[src/rtl/tanh_approx_4bit_inverse_search.sv]
// Sequential inverse of the 4-bit approximate tanh: scans all 16 input codes
// and returns the code whose forward output is nearest to the requested activation.
module tanh_approx_4bit_inverse_search #(
  parameter bit TIE_POLICY = 1'b0
) (
  input  logic         clk,
  input  logic         rst_n,
  input  logic         in_valid,
  output logic         in_ready,
  input  logic [3:0]   in_y,
  output logic         out_valid,
  input  logic         out_ready,
  output logic [3:0]   out_x,
  output logic [3:0]   out_err,
  output logic         busy
);

  localparam int unsigned W = 4;
  localparam logic [W-1:0] LAST_X = W'(15);
  localparam logic [W-1:0] MAX_ERR = W'(15);

  typedef enum logic [1:0] {IDLE, SCAN, DONE} state_t;

  state_t         state;
  state_t         state_next;
  logic           accept;
  logic [W-1:0]   cnt;
  logic [W-1:0]   y_r;
  logic [W-1:0]   best_x;
  logic [W-1:0]   best_err;
  logic [W-1:0]   f_cur;
  logic [W-1:0]   d_cur;
  logic           upd;

  // Copy of the approximate forward tanh used by the activation library
  function automatic logic [W-1:0] fwd(input logic [W-1:0] x);
    logic n;
    n = ~(x[1] & x[0]);
    return {~((x[3] | n) ^ x[1]), ~((x[2] | n) ^ x[1]), x[0], x[0]};
  endfunction

  always_comb begin
    f_cur = fwd(cnt);
    d_cur = (f_cur >= y_r) ? W'(f_cur - y_r) : W'(y_r - f_cur);
    upd   = TIE_POLICY ? (d_cur <= best_err) : (d_cur < best_err);
  end

  always_ff @(posedge clk or negedge rst_n) begin
    if (!rst_n) state <= IDLE;
    else        state <= state_next;
  end

  always_comb begin
    state_next = state;
    accept     = 1'b0;
    case (state)
      IDLE: begin
        if (in_valid) begin
          accept     = 1'b1;
          state_next = SCAN;
        end
      end
      SCAN: begin
        if (cnt == LAST_X) state_next = DONE;
      end
      DONE: begin
        if (out_ready) state_next = IDLE;
      end
      default: state_next = IDLE;
    endcase
  end

  // Handshake flags registered from the upcoming state
  always_ff @(posedge clk or negedge rst_n) begin
    if (!rst_n) begin
      in_ready  <= 1'b1;
      out_valid <= 1'b0;
      busy      <= 1'b0;
    end else begin
      in_ready  <= (state_next == IDLE);
      out_valid <= (state_next == DONE);
      busy      <= (state_next != IDLE);
    end
  end

  // Search datapath; result registers load on the final scan step and hold through DONE
  always_ff @(posedge clk or negedge rst_n) begin
    if (!rst_n) begin
      cnt      <= '0;
      y_r      <= '0;
      best_x   <= '0;
      best_err <= MAX_ERR;
      out_x    <= '0;
      out_err  <= '0;
    end else if (accept) begin
      y_r      <= in_y;
      cnt      <= '0;
      best_x   <= '0;
      best_err <= MAX_ERR;
    end else if (state == SCAN) begin
      cnt <= W'(cnt + W'(1));
      if (upd) begin
        best_x   <= cnt;
        best_err <= d_cur;
      end
      if (cnt == LAST_X) begin
        out_x   <= upd ? cnt   : best_x;
        out_err <= upd ? d_cur : best_err;
      end
    end
  end

endmodule

[config.mk]
export PLATFORM = sky130hd
export DESIGN_NAME = tanh_approx_4bit_inverse_search
export DESIGN_NICKNAME = d
export VERILOG_FILES = /design/src/rtl/tanh_approx_4bit_inverse_search.sv
export SDC_FILE = /design/constraint.sdc
export NUM_CORES = 1
export LEC_CHECK = 0
export CELL_PAD_IN_SITES_DETAIL_PLACEMENT = 0
export CELL_PAD_IN_SITES_GLOBAL_PLACEMENT = 1
export CORE_ASPECT_RATIO = 1.2
export CORE_MARGIN = 4
export CORE_UTILIZATION = 46
export DETAILED_ROUTE_END_ITERATION = 8
export GPL_TIMING_DRIVEN = 0
export HOLD_SLACK_MARGIN = 0.08
export PLACE_DENSITY = 0.93
export REMOVE_ABC_BUFFERS = 1
export SYNTH_ARGS = -nofsm -noshare
export SYNTH_HDL_FRONTEND = slang
export SYNTH_SLANG_ARGS = --single-unit
[constraint.sdc]
create_clock -name clk -period 6.26 [get_ports clk]
set_input_delay 0.626 -clock clk [delete_from_list [all_inputs] [get_ports clk]]
set_output_delay 0.626 -clock clk [all_outputs]
set_load 0.02 [all_outputs]
======== Word level (Yosys, flattened, before mapping) ========
Cells that the tools add are included.
cells by class
  multiplexer cells ....................... 15
  multiply operators ...................... 0
  add/sub/neg operators ................... 3
  magnitude comparators ................... 2
  reductions and logical operators ........ 5
  divide/modulo/power cells ............... 0
  eq/ne operators ......................... 4
  bitwise operators ....................... 9
  shift-type cells ........................ 0
operators with widths
  operator                                                               number
  4-bit two-way mux                                                      9
  4-bit subtractor                                                       2
  2-bit two-way mux                                                      3
  2-bit case mux with 3 select lines                                     1
  4-bit by 1-bit adder with 4-bit output, second input constant          1
  2-bit equality test, second input constant                             2
  4-bit equality test, second input constant                             1
  4-bit greater-or-equal comparator                                      1
  2-bit zero test                                                        2
  4-bit < comparator                                                     1
  1-bit inverter                                                         4
  2-bit nonzero test                                                     2
  3-bit AND reduction                                                    1
  2-bit by 1-bit equality test with 1-bit output, second input constant  1
  1-bit two-way mux                                                      2
  1-bit bitwise OR                                                       2
  1-bit bitwise XOR                                                      2
  1-bit bitwise AND                                                      1
word-level totals
  bits of input ports ..................... 8
  memory bits (writable) .................. 0
  bits in read-only memories .............. 0
  latch bits .............................. 0
  memories kept ........................... 0
  logic and storage cells ................. 48
  output and inout bits ................... 11
  bits in registers ....................... 29

======== Depth between registers and ports, before layout ========
Gate-level depths: netlist of the first run.
  word-level depth ........................ 11
  depth in mapped cells ................... 16
  gate-level depth less buffers ........... 15

======== Worst setup path before layout of the first run ========
OpenSTA, ideal clock, no wires.
  path type ............................... register to register
  start point ............................. register cnt[0]
  end point ............................... register out_err[1]
  required time ........................... 6.184 ns
  path buffers ............................ 1
  arrival ................................. 3.431 ns
  period minus slack after synthesis ...... 3.508 ns
  stages on the path, launching flop included .. 17
  library setup time ...................... 0.076 ns
  path slack .............................. 2.752 ns
  path through ............................ dfrtp_1 -> ha_1 -> ha_1 -> xnor2_1 -> inv_1 -> ha_1 -> a21oi_2 -> o21ai_1 -> mux2i_1 -> inv_1 -> ha_1 -> a21boi_1 -> o211a_1 -> nand2b_1 -> buf_6 -> mux2_4 -> o21ai_2
on the way
  word-level cells in the longest chain between the ends .. 9
  elaborated cells on any way between the ends .. 16
  classes of those cells .................. add/sub: 2; order compare: 2; eq/ne: 1; mux: 2; bitwise: 8; reduce/logical: 1
ends and longest elaborated chain
  element                                                                       RTL line  text
  start: declaration                                                            27        logic [W-1:0] cnt;
  start signal: assignment                                                      101       cnt <= W'(cnt + W'(1));
  1-bit bitwise AND                                                             38        n = ~(x[1] & x[0]);
  1-bit inverter                                                                38
  1-bit bitwise OR                                                              39        return {~((x[3] | n) ^ x[1]), ~((x[2] | n) ^ x[1]), x[0], x[0]};
  1-bit bitwise XOR                                                             39
  1-bit inverter                                                                39
  4-bit subtractor / 4-bit greater-or-equal comparator (equally long branches)  44        d_cur = (f_cur >= y_r) ? W'(f_cur - y_r) : W'(y_r - f_cur);
  4-bit two-way mux                                                             44
  4-bit < comparator                                                            45        upd = TIE_POLICY ? (d_cur <= best_err) : (d_cur < best_err);
  4-bit two-way mux                                                             n/a
  end signal: assignment                                                        108       out_err <= upd ? d_cur : best_err;
  end: declaration                                                              14        output logic [3:0] out_err,
Several ways; a longest one is shown, not always the timed one.
A chain may end at the register's enable or synchronous reset.

======== Worst setup path in the final report of the first run ========
  start point ............................. register cnt[0]
  end point ............................... register best_x[2]
on the way
  word-level cells in the longest chain between the ends .. 11
  elaborated cells on any way between the ends .. 16
  classes of those cells .................. add/sub: 2; order compare: 2; mux: 4; bitwise: 8
ends and longest elaborated chain
  element                                                                       RTL line  text
  1-bit bitwise AND                                                             38
  1-bit inverter                                                                38
  1-bit bitwise OR                                                              39
  1-bit bitwise XOR                                                             39
  1-bit inverter                                                                39
  4-bit subtractor / 4-bit greater-or-equal comparator (equally long branches)  44
  4-bit two-way mux (*)                                                         44
  4-bit < comparator (*)                                                        45
  4-bit two-way mux (*) (3 in series)                                           n/a
  end signal: assignment                                                        103       best_x <= cnt;
  end: declaration                                                              29        logic [W-1:0] best_x;
Mark *: on every way between the ends. The rest lies on a longest branch, timed or not. The select of a mux whose other input is x is not followed.

==> summary.txt, run 1 <==
Place
  • DP Wirelength: 2460 um
  • Setup WS pre-CTS: 2.07 ns
  • Final GP Congestion: 0.778
  • PortBufs: 18
  • Inst Count DP: 219

CTS
  • TritonCTS clock tree: done
  • Num CTS Buffers: 5
  • CTS Hold Bufs: 0
  • Worst-path clk slew: ~0.060 ns
  • CTS H-tree depth: 2
  • Maximum root-to-sink buffer count: 2
  • CTS root buffer: clkbuf_8
  • Clock sinks: 29
  • Clk_lat worst skew: 0.28 ns
  • Post-CTS sizing: 0
  • Post-CTS setup buffers: 0

Worst setup path
  • CP Capture Type: register
  • Reg-to-reg startpoint: cnt[0]$_DFFE_PN0P_
  • Worst Setup SP: cnt[0]$_DFFE_PN0P_
  • Critical-path maximum fanout: 14
  • Crit start category: register
  • FF-to-FF path depth: 14
  • Setup crit end: best_x[2]$_DFFE_PN0P_
  • R2r endpoint: best_x[2]$_DFFE_PN0P_
  • CP Data Arrival Time: 4.27 ns
  • R2r setup slk: between 2 and 2.5 ns
  • WS Path Type: register to register
  • CP Data Required Time: approximately 6.4 ns

Global routing
  • GRT Util Overall: 0.164
  • Global Route met1 Usage: 0.183
  • GR Util met2: 0.280
  • Met3 Use GR: 0.0505
  • Total gr overflow: 0
  • Most Crowded Layer GR: met2
  • Vias in the first global route: about 1300
  • First-pass GRT wire length: between 5000 and 6000 um
  • Initial antenna violation count: 0
  • Largest net degree at the start of global routing: 30

Detailed routing
  • Drt initial violations: 30
  • DRT Wirelength: 3300 um
  • Antenna viol nets, final: 0
  • Via density: 5.52
  • Routed len/inst: ~15 um
  • Post-route DRC: 0
  • First-pass iteration count of the detailed router: 4
  • Via count: between 1000 and 1500

Yosys
  • Yosys warning total: 0
  • Post-Synthesis Cells: between 150 and 200
  • Post-Synth Adder-Cell Area: 0.115
  • Mapped Area: about 1700 um^2
  • Complex-gate fraction of the synthesized area: 0.200
  • Prevailing post-synth register cell: dfrtp_1
  • Mux cell area share after synthesis: 0.0332
  • Synth async-reset ratio: 1.00
  • Synth Area in Simple Gates: 0.142
  • Seq/Total Area, Yosys: 0.441
  • XOR/XNOR Fraction of Synth Area: 0.0158
  • Post-synth EDFFs: 0
  • Count of cell types in the netlist: 39
  • Main combinational cell family by area after synthesis: compound AO/OA/AOI/OAI gates
  • Top post-synthesis cells by area: dfrtp_1 (36%), ha_1 (9.0%), dfstp_2 (7.9%)
  • Synth Register Bits: 29
  • Synth area leader: dfrtp_1
  • Syn avg cell area: between 9 and 10 um^2
  • Synth top area share: 0.362

Final layout
  • # diodes: 0
  • Multi-input gate area: approximately 840 um^2
  • Commonest non-fill, non-tap cell in the layout: nand2_1
  • Final non-filler cell total: around 230
  • Register area: around 730 um^2
  • Most frequent cells in the layout: nand2_1 (29), dfrtp_1 (24), clkdlybuf4s50_1 (17)
  • Layout fillers: 315
  • Layout cells sized above 1: 0.116
  • Nets: around 210
  • Layout area overhead: 16.7%

Floorplan
  • Starting density of the core: 0.489
  • I/O Pins: 19
  • Die height: ~74 um
  • Core area: ~3400 um^2
  • Die Area: between 4000 and 5000 um^2
  • Die Width: 62.8 um
  • Std-Cell Rows: 23

Timing
  • Relative slew slack: 0.500
  • Max Fclk: between 200 and 250 MHz
  • Setup violators final: 0
  • RSZ-0062 raised after global routing: no
  • Fin Clk Skew: roughly 0.0047 ns
  • Final Hold Fails: 0
  • Post-route setup slack: between 2 and 2.5 ns
  • Slew @ Worst Pin: between 0.7 and 0.8 ns
  • Min Tclk post-route: between 4 and 5 ns
  • Final Slew Violations: 0
  • Crit share post-route: 0.662
  • Setup TNS: 0 ns

Flow run
  • Max Cap Viol: 0

Min path
  • Hold Path Class: primary input to asynchronous set/reset pin

Outcome
  • Status: finished, final reports clean
## per-layer routing
metal,vias to the layer above,wire [um],share of wire
li1,625,-,-
met1,578,1350,0.41
met2,41,1660,0.50
met3,10,180,0.055
met4,0,106,0.032
met5,-,0,0
## worst max-delay path: stages, from the launching register on
cell and delay [ns]:
dfrtp_1 0.52, ha_1 0.33, ha_1 0.20, xnor2_1 0.19, inv_1 0.07, ha_1 0.38, a21oi_2 0.11, o21ai_1 0.26
mux2i_1 0.39, inv_1 0.08, ha_1 0.27, a21boi_1 0.13, o211a_1 0.26, nor2_1 0.60, o21ai_0 0.20
## area by class of cell
cell class	count	area share
multi-input combinational	120	0.434
sequential	29	0.378
timing repair buffer	18	0.0904
clock buffer	5	0.0355
inverter	15	0.0291
tap	37	0.0239
clock inverter	3	0.00904
## how the worst min path moves through the flow
stage                                 from                      to  slack, ns  depth (start not counted)
finish                               rst_n  out_err[3]$_DFFE_PN0P_       0.37                          1
global route                         rst_n  out_err[3]$_DFFE_PN0P_       0.41                          1
CTS                 out_err[0]$_DFFE_PN0P_  out_err[0]$_DFFE_PN0P_       0.48                          2
detailed placement  out_err[0]$_DFFE_PN0P_  out_err[0]$_DFFE_PN0P_       0.47                          2
global placement    out_err[1]$_DFFE_PN0P_  out_err[1]$_DFFE_PN0P_       0.46                          2
floorplan                            rst_n   best_x[0]$_DFFE_PN0P_       0.33                          0
## cells by family after synthesis
group	after synthesis
buffers and inverters	21
adders and majority gates	14
and+or+nand+nor	52
DFF	29
xor gates and xnor gates	3
AOI/OAI and AO/OA	46
muxes	5
## flip-flops by register name, indices dropped and copies added, names as in the netlist
register and cells:
best_err 4, best_x 4, busy 1, cnt 4, in_ready 1, out_err 4, out_valid 1, out_x 4
state 2, y_r 4
## metrics by stage
step	instance area, um^2	hold slack [ns]	utilization
finish	1940	0.365	0.570
global route	1940	0.412	0.570
CTS	1940	0.484	0.572
detailed placement	1860	0.469	0.546
global placement	1860	0.461	0.546
floorplan	1630	0.330	-
## synthesized netlist by cell type, types with 2 or more instances
library cell / instances
a21oi_1: 8
o21a_1: 2
nand2b_1: 3
dfrtp_1: 24
o21ai_0: 13
a22o_1: 3
xnor2_1: 3
dfstp_2: 5
ha_1: 12
mux2i_1: 4
nand2_1: 29
a211oi_2: 2
nor2_1: 7
clkbuf_1: 4
inv_1: 15
a21o_1: 5
o21ai_1: 3
nor3_1: 6
fa_1: 2
Power of run 1 is not shown: default switching activity piles up to over one toggle a cycle in this logic, so the estimate is an artifact.
==> run 2, diff against run 1 <==
Settings changed: CORE_UTILIZATION 46 to 39, PLACE_DENSITY 0.93 to 0.85.
Clock period 6.26 ns to 3.7 ns, I/O delays scaled along.
==> run 2 against run 1 <==
Against the previous run: clock skew down 0.00079 ns; sequential share of layout area down 3.2 points; sequential cell count unchanged; worst hold slack worse by 0.26 ns; utilization down 4.4 points; routed wire length up 2.9%; critical path type unchanged.
==> summary.txt, run 2 (synthesized netlist as in run 1, its figures left out) <==
CTS
  • CTS root buffer: clkbuf_8
  • Num CTS Buffers: 5 (unchanged)
  • CTS Hold Bufs: 0 (unchanged)
  • Maximum root-to-sink buffer count: 2 (unchanged)
  • TritonCTS clock tree: done
  • CTS H-tree depth: 2 (unchanged)
  • Clock sinks: 29 (unchanged)
  • Clk_lat worst skew: 0.28 ns (about the same)
  • Worst-path clk slew: 0.06 ns (about the same)

Worst setup path
  • CP Data Arrival Time: 3.75 ns (-0.52 ns)
  • CP Buf/Inv Count: 1 (-1)
  • FF-to-FF path depth: 13 (-1)
  • CP most frequent cell: ha_2
  • WS Path Type: register to register
  • Worst path slowest cell: or4_1
  • Slowest stage delay, CP: 0.56 ns (-0.04 ns)
  • CP Data Required Time: 3.90 ns (-2.49 ns)
  • CP Cell Sequence: ha_2, ha_1, xnor2_2, inv_1, ha_2, a21oi_2, or4_1, a21o_1, ha_4, o211a_4, nand2b_4, mux2_4, o21ai_2
  • Worst path top cell family by delay: adder cells
  • Critical-path maximum fanout: 8 (-6)
  • CP Capture Type: register
  • R2r setup slk: 0.15 ns (-1.97 ns)
  • R2r endpoint: out_err[1]$_DFFE_PN0P_
  • Crit start category: register
  • Reg-to-reg startpoint: cnt[1]$_DFFE_PN0P_

Detailed routing
  • Post-route DRC: 0 (unchanged)
  • Routed len/inst: 13.6 um (-6.6%)
  • DRT Wirelength: 3390 um (+2.9%)
  • Antenna viol nets, final: 0 (unchanged)
  • Via count: 1266 (+0.96%)
  • First-pass iteration count of the detailed router: 4 (unchanged)
  • Drt initial violations: 48 (+60%)
  • Via density: 5.06 (-8.3%)

Floorplan
  • I/O Pins: 19 (unchanged)
  • Die height: 79.5 um (+7.7%)
  • Starting density of the core: 0.411 (-0.0775)
  • Die Width: 67.6 um (+7.5%)
  • Core area: 4040 um^2 (+19%)
  • Die Area: 5370 um^2 (+16%)
  • Std-Cell Rows: 25 (+8.7%)

Final layout
  • Commonest non-fill, non-tap cell in the layout: nand2_1
  • Layout fillers: 364 (+16%)
  • Nets: 217 (+2.8%)
  • Layout area overhead: 27.8%
  • Layout cells sized above 1: 0.204 (+0.0883)
  • Most frequent cells in the layout: nand2_1 (29), dfrtp_1 (22), clkdlybuf4s50_1 (17)
  • # diodes: 0 (unchanged)

Global routing
  • Largest net degree at the start of global routing: 30 (unchanged)
  • First-pass GRT wire length: 5930 um (+2.5%)
  • GRT Util Overall: 0.147 (-0.0175)
  • Vias in the first global route: 1277 (-1.5%)
  • Total gr overflow: 0 (unchanged)
  • Initial antenna violation count: 0 (unchanged)

Place
  • DP Wirelength: 2440 um (-0.61%)
  • Final GP Congestion: 0.838 (+7.8%)
  • PortBufs: 18 (unchanged)

Timing
  • Setup TNS: 0 ns (unchanged)
  • Final Slew Violations: 0 (unchanged)
  • Slew @ Worst Pin: 0.630 ns (-0.117 ns)
  • Min Tclk post-route: 3.55 ns (-0.593 ns)
  • Final Hold Fails: 0 (unchanged)
  • RSZ-0062 raised after global routing: no
  • Fin Clk Skew: 0.00391 ns (-0.000791 ns)
  • Max Fclk: 282 MHz (+17%)
  • Crit share post-route: 0.960 (+0.298)
  • Setup violators final: 0 (unchanged)
  • Relative slew slack: 0.580 (+0.0799)

Min path
  • Hold Path Class: primary input to asynchronous set/reset pin

Flow run
  • Max Cap Viol: 0 (unchanged)

Outcome
  • Status: finished, final reports clean
run 2: final cells by class:
type	count	area, um^2	area share
Inverter	15	56.3	0.0265
Clock inverter	1	30.0	0.0142
Multi-Input combinational cell	120	915	0.431
Sequential cell	29	734	0.346
Tap cell	54	67.6	0.0318
Clock buffer	7	86.3	0.0407
Timing Repair Buffer	24	233	0.110
run 2: how the worst max path moves through the flow:
stage                  startpoint                       to  slack [ns]  cells after the start
2_1_floorplan  cnt[0]$_DFFE_PN0P_  best_err[2]$_DFFE_PN1P_        0.07                     14
4_1_cts        cnt[1]$_DFFE_PN0P_   out_err[1]$_DFFE_PN0P_        0.04                     15
5_1_grt        cnt[1]$_DFFE_PN0P_   out_err[1]$_DFFE_PN0P_       0.001                     15
6_report       cnt[1]$_DFFE_PN0P_   out_err[1]$_DFFE_PN0P_        0.15                     13
3_3_place_gp   cnt[0]$_DFFE_PN0P_    best_x[3]$_DFFE_PN0P_       -0.39                     13
3_5_place_dp   cnt[0]$_DFFE_PN0P_    best_x[0]$_DFFE_PN0P_       -0.53                     13
run 2: per-layer routing:
| metal | track usage | share of wire |
|---|---|---|
| met3 | 0.0451 | 0.042 |
| met5 | 0 | 0 |
| met4 | 0.0791 | 0.023 |
| met2 | 0.226 | 0.50 |
| met1 | 0.179 | 0.43 |
run 2: per-stage QoR:
stage / hold slack, ns / instances / util / setup slack, ns / instance area [um^2]
after global routing: 0.164 / 250 / 0.526 / 0.00140 / 2120
after global placement: 0.462 / 236 / 0.465 / -0.386 / 1880
final: 0.109 / 250 / 0.526 / 0.148 / 2120
after floorplan: 0.0744 / 164 / - / 0.0668 / 1630
after detailed placement: 0.470 / 236 / 0.465 / -0.527 / 1880
after CTS: 0.484 / 246 / 0.517 / 0.0391 / 2090
run 2: what timing repair did:
action	CTS	global route
buffers inserted	2	4
setup endpoints to repair	14	10
resized for setup	14	2
pin swaps	1	0
cloned	0	0
Power of run 2 is left out for the same reason.
==> run 3, diff against run 2 <==
Settings changed: GPL_TIMING_DRIVEN 0 to not set.
==> run 3 against run 2 <==
Against the previous run: via count grew 2.4%; utilization decreased by 0.093 points; fmax fell by 0.60%; critical path type unchanged; highest routed layer unchanged; non-clock buffer count grew 2; routed wire length grew 7.8%.
==> summary.txt, run 3 (synthesized netlist as in run 1, its figures left out) <==
Detailed routing
  • Via density: 5.14 (+1.6%)
  • Antenna viol nets, final: 0 (unchanged)
  • Post-route DRC: 0 (unchanged)
  • Routed len/inst: 14.5 um (+6.9%)
  • Via count: 1296 (+2.4%)
  • DRT Wirelength: 3650 um (+7.8%)
  • Drt initial violations: 89 (+85%)
  • First-pass iteration count of the detailed router: 4 (unchanged)

Worst setup path
  • CP Cell Sequence: ha_1, ha_1, xnor2_2, inv_1, ha_4, a21oi_2, or4_1, a21o_1, ha_1, a21oi_4, nand2_1, nor2_1, buf_6, a21oi_1, a21o_1
  • Critical-path maximum fanout: 14 (+6)
  • CP Buf/Inv Count: 2 (+1)
  • Slowest stage delay, CP: 0.55 ns (about the same)
  • CP Data Arrival Time: 3.79 ns (+0.04 ns)
  • WS Path Type: register to register
  • Worst path top cell family by delay: adder cells
  • CP Data Required Time: 3.92 ns (+0.02 ns)
  • CP Capture Type: register
  • Crit start category: register
  • Worst path slowest cell: or4_1
  • CP most frequent cell: ha_1

Floorplan
  • Core area: 4040 um^2 (unchanged)
  • Starting density of the core: 0.411 (unchanged)
  • Die height: 79.5 um (unchanged)
  • I/O Pins: 19 (unchanged)
  • Die Area: 5370 um^2 (unchanged)
  • Die Width: 67.6 um (unchanged)
  • Std-Cell Rows: 25 (unchanged)

CTS
  • Num CTS Buffers: 5 (unchanged)
  • CTS root buffer: clkbuf_8
  • Clk_lat worst skew: 0.28 ns (about the same)
  • TritonCTS clock tree: done
  • Clock sinks: 29 (unchanged)
  • Worst-path clk slew: 0.06 ns (about the same)
  • CTS Hold Bufs: 0 (unchanged)
  • Maximum root-to-sink buffer count: 2 (unchanged)
  • CTS H-tree depth: 2 (unchanged)

Global routing
  • Largest net degree at the start of global routing: 30 (unchanged)
  • Initial antenna violation count: 0 (unchanged)
  • GRT Util Overall: 0.154 (+0.00694)
  • Total gr overflow: 0 (unchanged)
  • Vias in the first global route: 1332 (+4.3%)
  • First-pass GRT wire length: 6130 um (+3.4%)

Final layout
  • Layout cells sized above 1: 0.172 (-0.0324)
  • Final non-filler cell total: 252 (+0.80%)
  • Commonest non-fill, non-tap cell in the layout: nand2_1
  • Most frequent cells in the layout: nand2_1 (29), dfrtp_1 (24), clkdlybuf4s50_1 (18)
  • Nets: 219 (+0.92%)
  • Layout area overhead: 27.6%
  • # diodes: 0 (unchanged)

Timing
  • Relative slew slack: 0.677 (+0.0972)
  • Setup violators final: 0 (unchanged)
  • Max Fclk: 280 MHz (-0.60%)
  • Min Tclk post-route: 3.57 ns (+0.0213 ns)
  • Final Hold Fails: 0 (unchanged)
  • Slew @ Worst Pin: 0.483 ns (-0.147 ns)
  • Fin Clk Skew: 0.00285 ns (-0.00105 ns)
  • Final Slew Violations: 0 (unchanged)
  • Crit share post-route: 0.966 (+0.00575)
  • Setup TNS: 0 ns (unchanged)

Place
  • Final GP Congestion: 0.878 (+4.7%)
  • DP Wirelength: 2640 um (+8.3%)
  • PortBufs: 18 (unchanged)
  • Inst Count DP: 243 (+3.0%)

Flow run
  • Max Cap Viol: 0 (unchanged)

Min path
  • Hold Path Class: primary input to asynchronous set/reset pin

Outcome
  • Status: finished, final reports clean
[run 3: routing by layer]
metal	part of all wire	up-vias	global-route usage
li1	-	640	-
met1	0.40	612	0.176
met2	0.52	31	0.248
met3	0.042	13	0.0451
met4	0.036	0	0.0892
met5	0	-	0
[run 3: per-stage QoR]
| stage | cell area, um^2 | worst slack (ns) | util | hold WS, ns |
|---|---|---|---|---|
| after global placement | 1930 | 0.117 | 0.478 | 0.462 |
| after detailed placement | 1930 | 0.0114 | 0.478 | 0.469 |
| after CTS | 2050 | 0.0456 | 0.508 | 0.476 |
| after global routing | 2120 | -0.0282 | 0.525 | 0.497 |
| after floorplan | 1630 | 0.0668 | - | 0.0744 |
| final | 2120 | 0.126 | 0.525 | 0.454 |
[run 3: path summary, 6_finish.rpt]
check	from	to	slack, ns	cells after the start
worst min register to register	out_x[1]$_DFFE_PN0P_	out_x[1]$_DFFE_PN0P_	0.48	2
worst min-delay path	rst_n	out_err[3]$_DFFE_PN0P_	0.45	2
worst max-delay path	cnt[0]$_DFFE_PN0P_	best_err[2]$_DFFE_PN1P_	0.13	15
min in group clk	out_x[1]$_DFFE_PN0P_	out_x[1]$_DFFE_PN0P_	0.48	2
max in group asynchronous	rst_n	in_ready$_DFF_PN1_	2.93	2
worst max register to register	cnt[0]$_DFFE_PN0P_	best_err[2]$_DFFE_PN1P_	0.13	15
[run 3: worst register-to-register path, delay by kind of cell (launching register included)]
family                     cells  cell delay (ns)
adders and majority gates      4             1.13
and+or+nand+nor                3             0.84
AOI/OAI and AO/OA              5             0.71
DFF                            1             0.39
buffers and inverters          2             0.26
xor gates and xnor gates       1             0.16
[run 3: area by class of cell]
class / count / area, um^2
Sequential cell: 29 / 732
Clock buffer: 7 / 86.3
Inverter: 15 / 56.3
Clock inverter: 1 / 30.0
Multi-Input combinational cell: 120 / 902
Timing Repair Buffer: 26 / 244
Tap cell: 54 / 67.6
Fill cell: 353 / 1920
[run 3: repair_timing]
action | 4_1_cts | 5_1_grt
setup endpoints to repair | 1 | 14
cloned | 0 | 0
resized for setup | 1 | 10
pin swaps | 0 | 1
setup buffers | 0 | 1
Power of run 3 is left out for the same reason.
